===== config.mk =====
export PLATFORM = sky130hd
export DESIGN_NAME = collision_arbiter
export DESIGN_NICKNAME = d
export VERILOG_FILES = /design/src/rtl/collision_arbiter.sv
export SDC_FILE = /design/constraint.sdc
export NUM_CORES = 1
export LEC_CHECK = 0
export CAP_MARGIN = 0
export CORE_MARGIN = 2
export CORE_UTILIZATION = 44
export DETAILED_ROUTE_END_ITERATION = 7
export PLACE_DENSITY_LB_ADDON = 0.12
export SYNTH_ARGS = -nofsm -noshare
export SYNTH_HDL_FRONTEND = slang
export SYNTH_SLANG_ARGS = --single-unit

===== constraint.sdc =====
create_clock -name clk -period 1.67 [get_ports clk]
set_input_delay 0.167 -clock clk [delete_from_list [all_inputs] [get_ports clk]]
set_output_delay 0.167 -clock clk [all_outputs]
set_load 0.1 [all_outputs]

===== src/rtl/collision_arbiter.sv =====
// collision_arbiter: accumulates per-ball collision flags over a video frame and turns them into
// one-cycle event pulses at startOfFrame. Optional macro COLLISION_ROPE_RR_EN selects round-robin rope arbitration.
//
// state    | meaning
// IDLE_ACC | accumulating sticky collision flags for the current frame
// EVAL     | one cycle after startOfFrame; registered event pulses are visible
module collision_arbiter #(
    parameter int NUM_BALLS       = 3,
    parameter int TYPE_W          = 2,
    parameter int IMMORTAL_FRAMES = 60,
    localparam int IDX_W          = (NUM_BALLS > 1) ? $clog2(NUM_BALLS) : 1
) (
    input  logic                       clk,
    input  logic                       resetN,
    input  logic                       startOfFrame,
    input  logic [NUM_BALLS-1:0]        col_player_ball,
    input  logic [NUM_BALLS-1:0]        col_rope_ball,
    input  logic [NUM_BALLS*TYPE_W-1:0] col_ball_type,
    input  logic                       col_present,
    output logic                       player_hit,
    output logic                       rope_hit,
    output logic [IDX_W-1:0]           hit_ball_idx,
    output logic [TYPE_W-1:0]          hit_ball_type,
    output logic                       present_hit,
    output logic                       immortal
);

    localparam int CNT_W = (IMMORTAL_FRAMES > 0) ? $clog2(IMMORTAL_FRAMES + 1) : 1;

    typedef enum logic {IDLE_ACC, EVAL} state_t;

    state_t                 state, state_nxt;
    logic [NUM_BALLS-1:0]   p_flags, r_flags;
    logic                   pres_flag;
    logic [TYPE_W-1:0]      type_lat [NUM_BALLS];
    logic [CNT_W-1:0]       imm_cnt, imm_cnt_nxt;

    logic                   player_hit_nxt, rope_hit_nxt, present_hit_nxt;
    logic [IDX_W-1:0]       idx_nxt;
    logic [TYPE_W-1:0]      type_nxt;

    logic                   win_any;
    logic [IDX_W-1:0]       win_idx;
    logic [TYPE_W-1:0]      win_type;

`ifdef COLLISION_ROPE_RR_EN
    logic [IDX_W-1:0]       rr_ptr, rr_ptr_nxt;

    // Two passes: first the indices at or above the pointer, then wrap to the bottom.
    always_comb begin
        win_any  = 1'b0;
        win_idx  = '0;
        win_type = '0;
        for (int i = 0; i < NUM_BALLS; i++) begin
            if (!win_any && r_flags[i] && i >= int'(rr_ptr)) begin
                win_any  = 1'b1;
                win_idx  = IDX_W'(i);
                win_type = type_lat[i];
            end
        end
        for (int i = 0; i < NUM_BALLS; i++) begin
            if (!win_any && r_flags[i]) begin
                win_any  = 1'b1;
                win_idx  = IDX_W'(i);
                win_type = type_lat[i];
            end
        end
    end

    always_comb begin
        rr_ptr_nxt = rr_ptr;
        if (state_nxt == EVAL && win_any)
            rr_ptr_nxt = (int'(win_idx) == NUM_BALLS - 1) ? '0 : win_idx + IDX_W'(1);
    end

    always_ff @(posedge clk or negedge resetN) begin
        if (!resetN) rr_ptr <= '0;
        else         rr_ptr <= rr_ptr_nxt;
    end
`else
    always_comb begin
        win_any  = 1'b0;
        win_idx  = '0;
        win_type = '0;
        for (int i = 0; i < NUM_BALLS; i++) begin
            if (!win_any && r_flags[i]) begin
                win_any  = 1'b1;
                win_idx  = IDX_W'(i);
                win_type = type_lat[i];
            end
        end
    end
`endif

    always_comb begin
        state_nxt       = IDLE_ACC;
        player_hit_nxt  = 1'b0;
        rope_hit_nxt    = 1'b0;
        present_hit_nxt = 1'b0;
        imm_cnt_nxt     = imm_cnt;
        idx_nxt         = hit_ball_idx;
        type_nxt        = hit_ball_type;
        case (state)
            IDLE_ACC: if (startOfFrame) state_nxt = EVAL;
            EVAL:     if (startOfFrame) state_nxt = EVAL;
            default:  state_nxt = IDLE_ACC;
        endcase
        if (state_nxt == EVAL) begin
            if (win_any) begin
                rope_hit_nxt = 1'b1;
                idx_nxt      = win_idx;
                type_nxt     = win_type;
            end
            // Player flags are ignored while immortal; the window is never extended.
            if (|p_flags && imm_cnt == '0) begin
                player_hit_nxt = 1'b1;
                imm_cnt_nxt    = CNT_W'(IMMORTAL_FRAMES);
            end else if (imm_cnt != '0) begin
                imm_cnt_nxt = imm_cnt - CNT_W'(1);
            end
            present_hit_nxt = pres_flag;
        end
    end

    always_ff @(posedge clk or negedge resetN) begin
        if (!resetN) begin
            state         <= IDLE_ACC;
            player_hit    <= 1'b0;
            rope_hit      <= 1'b0;
            present_hit   <= 1'b0;
            hit_ball_idx  <= '0;
            hit_ball_type <= '0;
            imm_cnt       <= '0;
            p_flags       <= '0;
            r_flags       <= '0;
            pres_flag     <= 1'b0;
            for (int i = 0; i < NUM_BALLS; i++) type_lat[i] <= '0;
        end else begin
            state         <= state_nxt;
            player_hit    <= player_hit_nxt;
            rope_hit      <= rope_hit_nxt;
            present_hit   <= present_hit_nxt;
            hit_ball_idx  <= idx_nxt;
            hit_ball_type <= type_nxt;
            imm_cnt       <= imm_cnt_nxt;
            // The boundary cycle's inputs start the new frame.
            if (startOfFrame) begin
                p_flags   <= col_player_ball;
                r_flags   <= col_rope_ball;
                pres_flag <= col_present;
            end else begin
                p_flags   <= p_flags | col_player_ball;
                r_flags   <= r_flags | col_rope_ball;
                pres_flag <= pres_flag | col_present;
            end
            for (int i = 0; i < NUM_BALLS; i++) begin
                if (col_rope_ball[i] && (startOfFrame || !r_flags[i]))
                    type_lat[i] <= col_ball_type[i*TYPE_W +: TYPE_W];
            end
        end
    end

    assign immortal = (imm_cnt != '0);

endmodule


-- After elaboration in Yosys (flattened, before gate mapping)
Index checks and enable logic that the tools add are counted.
- logic and storage cells: 55
- output and inout bits: 8
- input bits: 16
- register bits after elaboration: 26
- multiplexer cells: 19
- reductions and logical operators: 20
- bitwise logic cells: 3
- $add $sub $neg: 1
- operators with widths (cell ; count):
    6-bit 2-to-1 mux ; 2
    1-bit 2-to-1 mux ; 11
    2-bit 2-to-1 mux ; 4
    1-bit logical AND ; 6
    6-bit logical NOT ; 1
    3-bit 2-to-1 mux ; 2
    3-bit bitwise OR ; 2
    6-bit nonzero test ; 1
    6-bit by 1-bit subtractor with 6-bit output, second input constant ; 1
    1-bit logical NOT ; 5
    2-bit AND reduction ; 2
    1-bit logical OR ; 3
    3-bit OR reduction ; 1
    2-bit nonzero test ; 1
    1-bit bitwise OR ; 1

-- Logic depth before layout (Yosys ltp)
Gate-level depths: netlist of the first run.
- depth in word-level cells: 9
- mapped depth: 5
- gate-level depth less buffers: 5

-- Least setup slack after synthesis of the first run
No wires, ideal clock.
- path type: register to register
- start point: register imm_cnt[0]
- end point: register imm_cnt[3]
- clock period less this slack: 1.818 ns
- library setup time: 0.094 ns
- required time: 1.576 ns
- stages on the path, launching flop included: 6
- path buffers: 0
- path slack: -0.148 ns
- data arrival time: 1.724 ns
- cell sequence: dfrtp_1 > inv_1 > ha_1 > or4b_4 > nand2b_4 > a221oi_2
- elaborated cells between the ends (all ways): 8
- classes of those cells: add/sub (1); mux (2); reduce/logical (5)
- RTL lines (item ; line ; source):
    start, declared ; 36 ; logic [CNT_W-1:0] imm_cnt, imm_cnt_nxt;
    start signal, assigned ; 145 ; imm_cnt <= imm_cnt_nxt;
    6-bit nonzero test ; -- ;
    net immortal ; 25 ; output logic immortal
    2-bit nonzero test (no line) ; -- ;
    2-bit AND reduction (no line) ; -- ;
The timed path passes the listed nets, and every way through them passes these cells. The select of a mux whose other input is x is not followed.
A chain may end at the register's enable or synchronous reset.

-- Final worst setup path of the first run
- start point: register imm_cnt[1]
- end point: output immortal
- cells in the longest elaborated chain, start to end: 1
- RTL lines (item ; line ; source):
    6-bit nonzero test ; 163 ; assign immortal = (imm_cnt != '0);
    end, declared ; 25 ;
No other way between the ends.

==> results of run 1 <==
-- flip-flops by register name (all words and copies together), names as in the netlist --
name,count
r_flags,3
hit_ball_idx,2
p_flags,3
hit_ball_type,2
imm_cnt,6
type_lat,6
present_hit,1
player_hit,1
rope_hit,1
pres_flag,1
-- synth_stat cells, types with 2 or more instances --
master / number / share of area
o2bb2ai_1: 2 / 0.015
a21oi_1: 7 / 0.030
nor3_1: 4 / 0.017
mux2_2: 8 / 0.077
o21ai_0: 4 / 0.017
nor2_1: 4 / 0.013
nand2b_1: 7 / 0.038
a21o_1: 4 / 0.026
dfrtp_1: 26 / 0.56
inv_1: 9 / 0.029
clkbuf_1: 2 / 0.0065
nand2_1: 7 / 0.023
a22o_1: 2 / 0.015
-- through the flow --
stage	power [mW]	setup WS [ns]
2_1_floorplan	1.32	-0.119
3_3_place_gp	1.56	0.0507
3_5_place_dp	1.58	0.0105
4_1_cts	1.90	-0.241
5_1_grt	2.01	-0.284
6_report	1.89	-0.217
-- final timing paths --
path	slack, ns	cells past startpoint	to
setup / recovery	-0.22	5	immortal
hold / removal	0.20	2	imm_cnt[0]
setup reg to reg	-0.18	7	imm_cnt[0]
hold reg to reg	0.49	1	pres_flag
max in group asynchronous	1.21	2	present_hit
min in group clk	0.41	2	pres_flag
-- power by group --
group          internal, mW  total, mW  switching [mW]
clock network        0.0844      0.263           0.179
registers             0.746      0.863           0.117
logic                 0.367      0.769           0.401
total                  1.20       1.89           0.697
-- cell type report --
| class | count | area share |
|---|---|---|
| sequential | 26 | 0.409 |
| clock buffer | 3 | 0.0142 |
| inverter | 9 | 0.0213 |
| multi-input combinational | 64 | 0.306 |
| tap | 30 | 0.0236 |
| timing repair buffer | 34 | 0.226 |
-- cells by family (layout without fill, tap and decap cells) --
| logic type | after synthesis | after routing | share of synthesized area |
|---|---|---|---|
| AO/OA/AOI/OAI | 27 | 27 | 0.177 |
| adder cells (fa/ha/maj) | 1 | 1 | 0.0108 |
| buffers and inverters | 12 | 46 | 0.0387 |
| flip-flops | 26 | 26 | 0.559 |
| multiplexers | 8 | 8 | 0.0774 |
| AND/OR/NAND/NOR | 28 | 28 | 0.137 |
-- per-layer routing --
layer,up-vias,GRT usage,part of all wire
met4,0,0.0697,0.0079
met3,2,0.0351,0.046
met1,416,0.204,0.45
met2,24,0.259,0.49
li1,426,-,-
met5,-,0,0
-- timing repair --
action                                  CTS  global route
setup buffers                             3             1
gates resized for setup                   4             2
endpoints found under the setup margin    3             6
pin swaps                                 1             1
==> run metrics, run 1 <==
fin area=1590 sq um; Routed WL per cell=13.7 microns; share of layout cells above drive strength 1=0.287; clk_lat worst skew=0.31 ns; Least-Margin Pin Slew=0.549 ns; fin nets=155; Synth Register Bits=26; GP Congestion=around 0.75; worst min path class=input port to async pin; Main synth FF type=dfrtp_1; CP arrival=approximately 1.7 ns; crit path time final=~1.9 ns; P per Cell Area=1190 nW/um^2; clock sink total=26; Core Area=2500 sq um; starting density of the core=0.465; clock skew=between 0.006 and 0.007 ns; synth warn=0; clock-pin slew on the worst setup and hold paths=0.13 ns; row cnt=18; vias per std cell=about 5.2; slowest stage delay, CP=0.46 ns; Multi-input gate area=485 sq um; dpl hpwl=1680 microns; syn_area_per_cell=11.4 sq um; final WL=~2300 microns; Post-Route Setup TNS=-0.689 ns; IO Pins=24; die height=55.4 microns; Longest Clk Path Bufs=2; CP max FO=2; DR iter-0 viols=15; cell chain of the critical path=inv_2, ha_4, or4b_4, nand2b_4, buf_12; CTS Buf Count=3; Worst VDD drop=between 0.8 and 0.9 mV; Detail Route Antenna Nets=0; Hold Slack=0.199 ns; Syn Inst Count=102; first-pass GRT wire length=3870 microns; FF/Latch Area=651 sq um; max-cap violation count=0; most frequent cells in the layout=dfrtp_1, clkdlybuf4s50_1, buf_4, mux2_2; cell family with most CP delay=simple AND/OR/NAND/NOR gates; Slew Limit Fails=0; fmax=530 MHz; post-synthesis cell type count=29; Post-synth ARST share=1.00; final cell count without fillers=166; n_diodes=0; DRC=0; die area=3070 sq um; gr ovfl total=0; Pre-antenna DRT Iters=4; cell leakage power=0.723 nW; Hold Buf Count CTS=0; RSZ-0062 raised after global routing=yes; slew margin rel.=0.631; CTS tree=yes; PortBufs=23; gr usage total=0.159; final core occ=0.636; failing checks=negative setup slack; EDFF count, synth=0; pin count of the biggest net entering global routing=27; Layout area overhead=36.6%; commonest non-fill, non-tap cell in the layout=dfrtp_1; CP max stage cell=or4b_4; # placed instances=between 150 and 200; vias=868; worst r2r src=imm_cnt[1]; H-tree depth=1; die width=about 55 microns; startpoint types=flip-flop; Critical Path Source=imm_cnt[1]; Mapped Area=1160 sq um; initial antenna violation count=0; number of global-route vias before repair=887; Root Buffer=clkbuf_4; Post-DP Area=1520 sq um; status=finished, violations left; setup violators final=5; fin crit share=1.13; Fillers=204; CP required=1.50 ns; PnR worst setup slack=-0.217 ns; critical path class=flip-flop to output pin; sequential-to-total area share from yosys stat=0.559; crit path buf inv count=2; Syn Nets=119; Hold Vio Cnt, Final=0; Worst Setup End Kind=output pin
(Power assumes the default switching activity.)
==> run 2: changes to the inputs <==
--- a/config.mk
+++ b/config.mk
@@ -7,7 +7,7 @@
 export LEC_CHECK = 0
 export CAP_MARGIN = 0
 export CORE_MARGIN = 2
-export CORE_UTILIZATION = 44
+export CORE_UTILIZATION = 35
 export DETAILED_ROUTE_END_ITERATION = 7
 export PLACE_DENSITY_LB_ADDON = 0.12
 export SYNTH_ARGS = -nofsm -noshare
==> run 2 against run 1 <==
Effect of this change:
- the run still ends with negative setup slack left
- sequential share of layout area fell by 2.0 points
- design area rose by 5.0%
- worst hold slack worse by 0.017 ns
- utilization decreased by 9.8 points
- worst setup slack worse by 0.022 ns
- first-iteration DRC count down 6.7%
- count of clock-buffer cells in the layout is the same
- die area rose by 24%
- flip-flop and latch count stayed put
- register-to-register slack better by 0.05 ns
==> run metrics, run 2 (synthesis gave the netlist of run 1 again) <==
H-tree depth=1 (unchanged); fmax=524 MHz (-1.1%); Hold Slack=0.183 ns (-0.0166 ns); Worst Setup End Kind=output pin; die height=61.7 microns (+11%); n_diodes=0 (unchanged); startpoint types=flip-flop; die width=61.7 microns (+11%); FF/Latch Area=651 sq um (unchanged); row cnt=20 (+2); number of global-route vias before repair=855 (-3.6%); dpl hpwl=1560 microns (-6.9%); Hold Vio Cnt, Final=0 (unchanged); most frequent cells in the layout=dfrtp_1, clkdlybuf4s50_1, buf_4, mux2_2; max-cap violation count=0 (unchanged); Layout area overhead=43.4%; CP max FO=2 (unchanged); CTS tree=yes; setup violators final=5 (unchanged); gr ovfl total=0 (unchanged); starting density of the core=0.375 (-0.0905); gr usage total=0.138 (-0.0217); CP required=1.50 ns (about the same); Comb power frac=0.380 (-0.026); first-pass GRT wire length=3850 microns (-0.52%); status=finished, violations left; worst min path class=input port to async pin; clk_lat worst skew=0.33 ns (+0.02 ns); Root Buffer=clkbuf_4; switch share=0.344 (-0.0239); DR iter-0 viols=14 (-1); Top Registers=imm_cnt: 6 flops, type_lat: 6 flops; Int Power=1.38 mW (+15%); CP arrival=1.74 ns (+0.02 ns); Worst VDD drop=0.470 mV (-43%); fin crit share=1.14 (+0.0131); Fillers=290 (+42%); Least-Margin Pin Slew=0.559 ns (+0.0104 ns); Longest Clk Path Bufs=2 (unchanged); IO Pins=24 (unchanged); Detail Route Antenna Nets=0 (unchanged); Seq pwr share=0.411 (-0.044); Clk pwr share=0.208 (+0.069); Pre-antenna DRT Iters=3 (-1); crit path time final=1.91 ns (+0.0218 ns); GP Congestion=0.778 (+3.5%); DRC=0 (unchanged); Net Sw Power=0.722 mW (+3.6%); initial antenna violation count=0 (unchanged); final WL=2180 microns (-3.8%); RSZ-0062 raised after global routing=yes; Multi-input gate area=503 sq um (+3.6%); PortBufs=23 (unchanged); Routed WL per cell=11.9 microns (-13%); cell leakage power=0.750 nW (+3.7%); vias per std cell=4.62 (-12%); Post-Route Setup TNS=-0.702 ns (-0.0127 ns); CTS Buf Count=3 (unchanged); failing checks=negative setup slack; PnR worst setup slack=-0.239 ns (-0.0218 ns); clock skew=0.00402 ns (-0.00204 ns); Core Area=3100 sq um (+24%); vias=846 (-2.5%); clock sink total=26 (unchanged); share of layout cells above drive strength 1=0.309 (+0.0226); die area=3800 sq um (+24%); commonest non-fill, non-tap cell in the layout=dfrtp_1; clock-pin slew on the worst setup and hold paths=0.14 ns (about the same); Slew Limit Fails=0 (unchanged); critical path class=flip-flop to output pin; P per Cell Area=1260 nW/um^2 (+5.5%); pin count of the biggest net entering global routing=27 (unchanged); slew margin rel.=0.624 (-0.00702); fin nets=157 (+1.3%)
[run 2: power groups by stage]
stage | clock network (mW) | logic [mW] | registers, mW
global route | 0.484 | 0.871 | 0.886
floorplan | 0 | 0.361 | 0.957
global placement | 0 | 0.697 | 0.866
CTS | 0.450 | 0.745 | 0.861
detailed placement | 0 | 0.709 | 0.871
finish | 0.437 | 0.799 | 0.864
[run 2: path summary, 6_finish.rpt]
kind | from | endpoint | slack [ns] | cells after the start
min reg2reg | pres_flag | pres_flag | 0.49 | 1
max | imm_cnt[1] | immortal | -0.24 | 5
min | resetN | p_flags[2] | 0.18 | 2
min in group clk | col_player_ball[1] | p_flags[1] | 0.39 | 2
max reg2reg | imm_cnt[1] | imm_cnt[2] | -0.13 | 7
max in group asynchronous | resetN | p_flags[1] | 1.24 | 2
[run 2: through the flow]
stage                     setup slack, ns  instances  instance area [sq um]  utilization  power [mW]
after floorplan                    -0.119        102                   1170            -        1.32
after global placement             0.0455        174                   1540        0.497        1.56
after detailed placement           0.0126        174                   1540        0.497        1.58
after CTS                          -0.246        180                   1620        0.522        2.06
after global routing               -0.307        183                   1670        0.538        2.24
final                              -0.239        183                   1670        0.538        2.10
[run 2: worst max-delay path, stage by stage (launching register included)]
cell and delay (ns):
dfrtp_1 0.42, inv_2 0.07, ha_4 0.13, or4b_4 0.46
nand2b_4 0.17, buf_12 0.16
[run 2: timing repair]
item / CTS / global route
pin swaps: 1 / 2
setup buffers: 2 / 4
hold buffers: 0 / 0
endpoints found under the hold margin: 0 / 0
gates resized for setup: 4 / 4
setup endpoints to repair: 3 / 6
[run 2: area by class of cell]
cell class                 count  share of cell area
tap                           44              0.0330
sequential                    26               0.390
multi-input combinational     64               0.301
inverter                       9              0.0202
clock inverter                 1              0.0180
timing repair buffer          36               0.224
clock buffer                   3              0.0135
[run 2: routing by layer]
metal / global-route usage / vias to the layer above / share of wire
met1: 0.194 / 396 / 0.50
met5: 0 / - / 0
met3: 0.0252 / 4 / 0.042
li1: - / 430 / -
met4: 0.0547 / 0 / 0.014
met2: 0.209 / 16 / 0.44
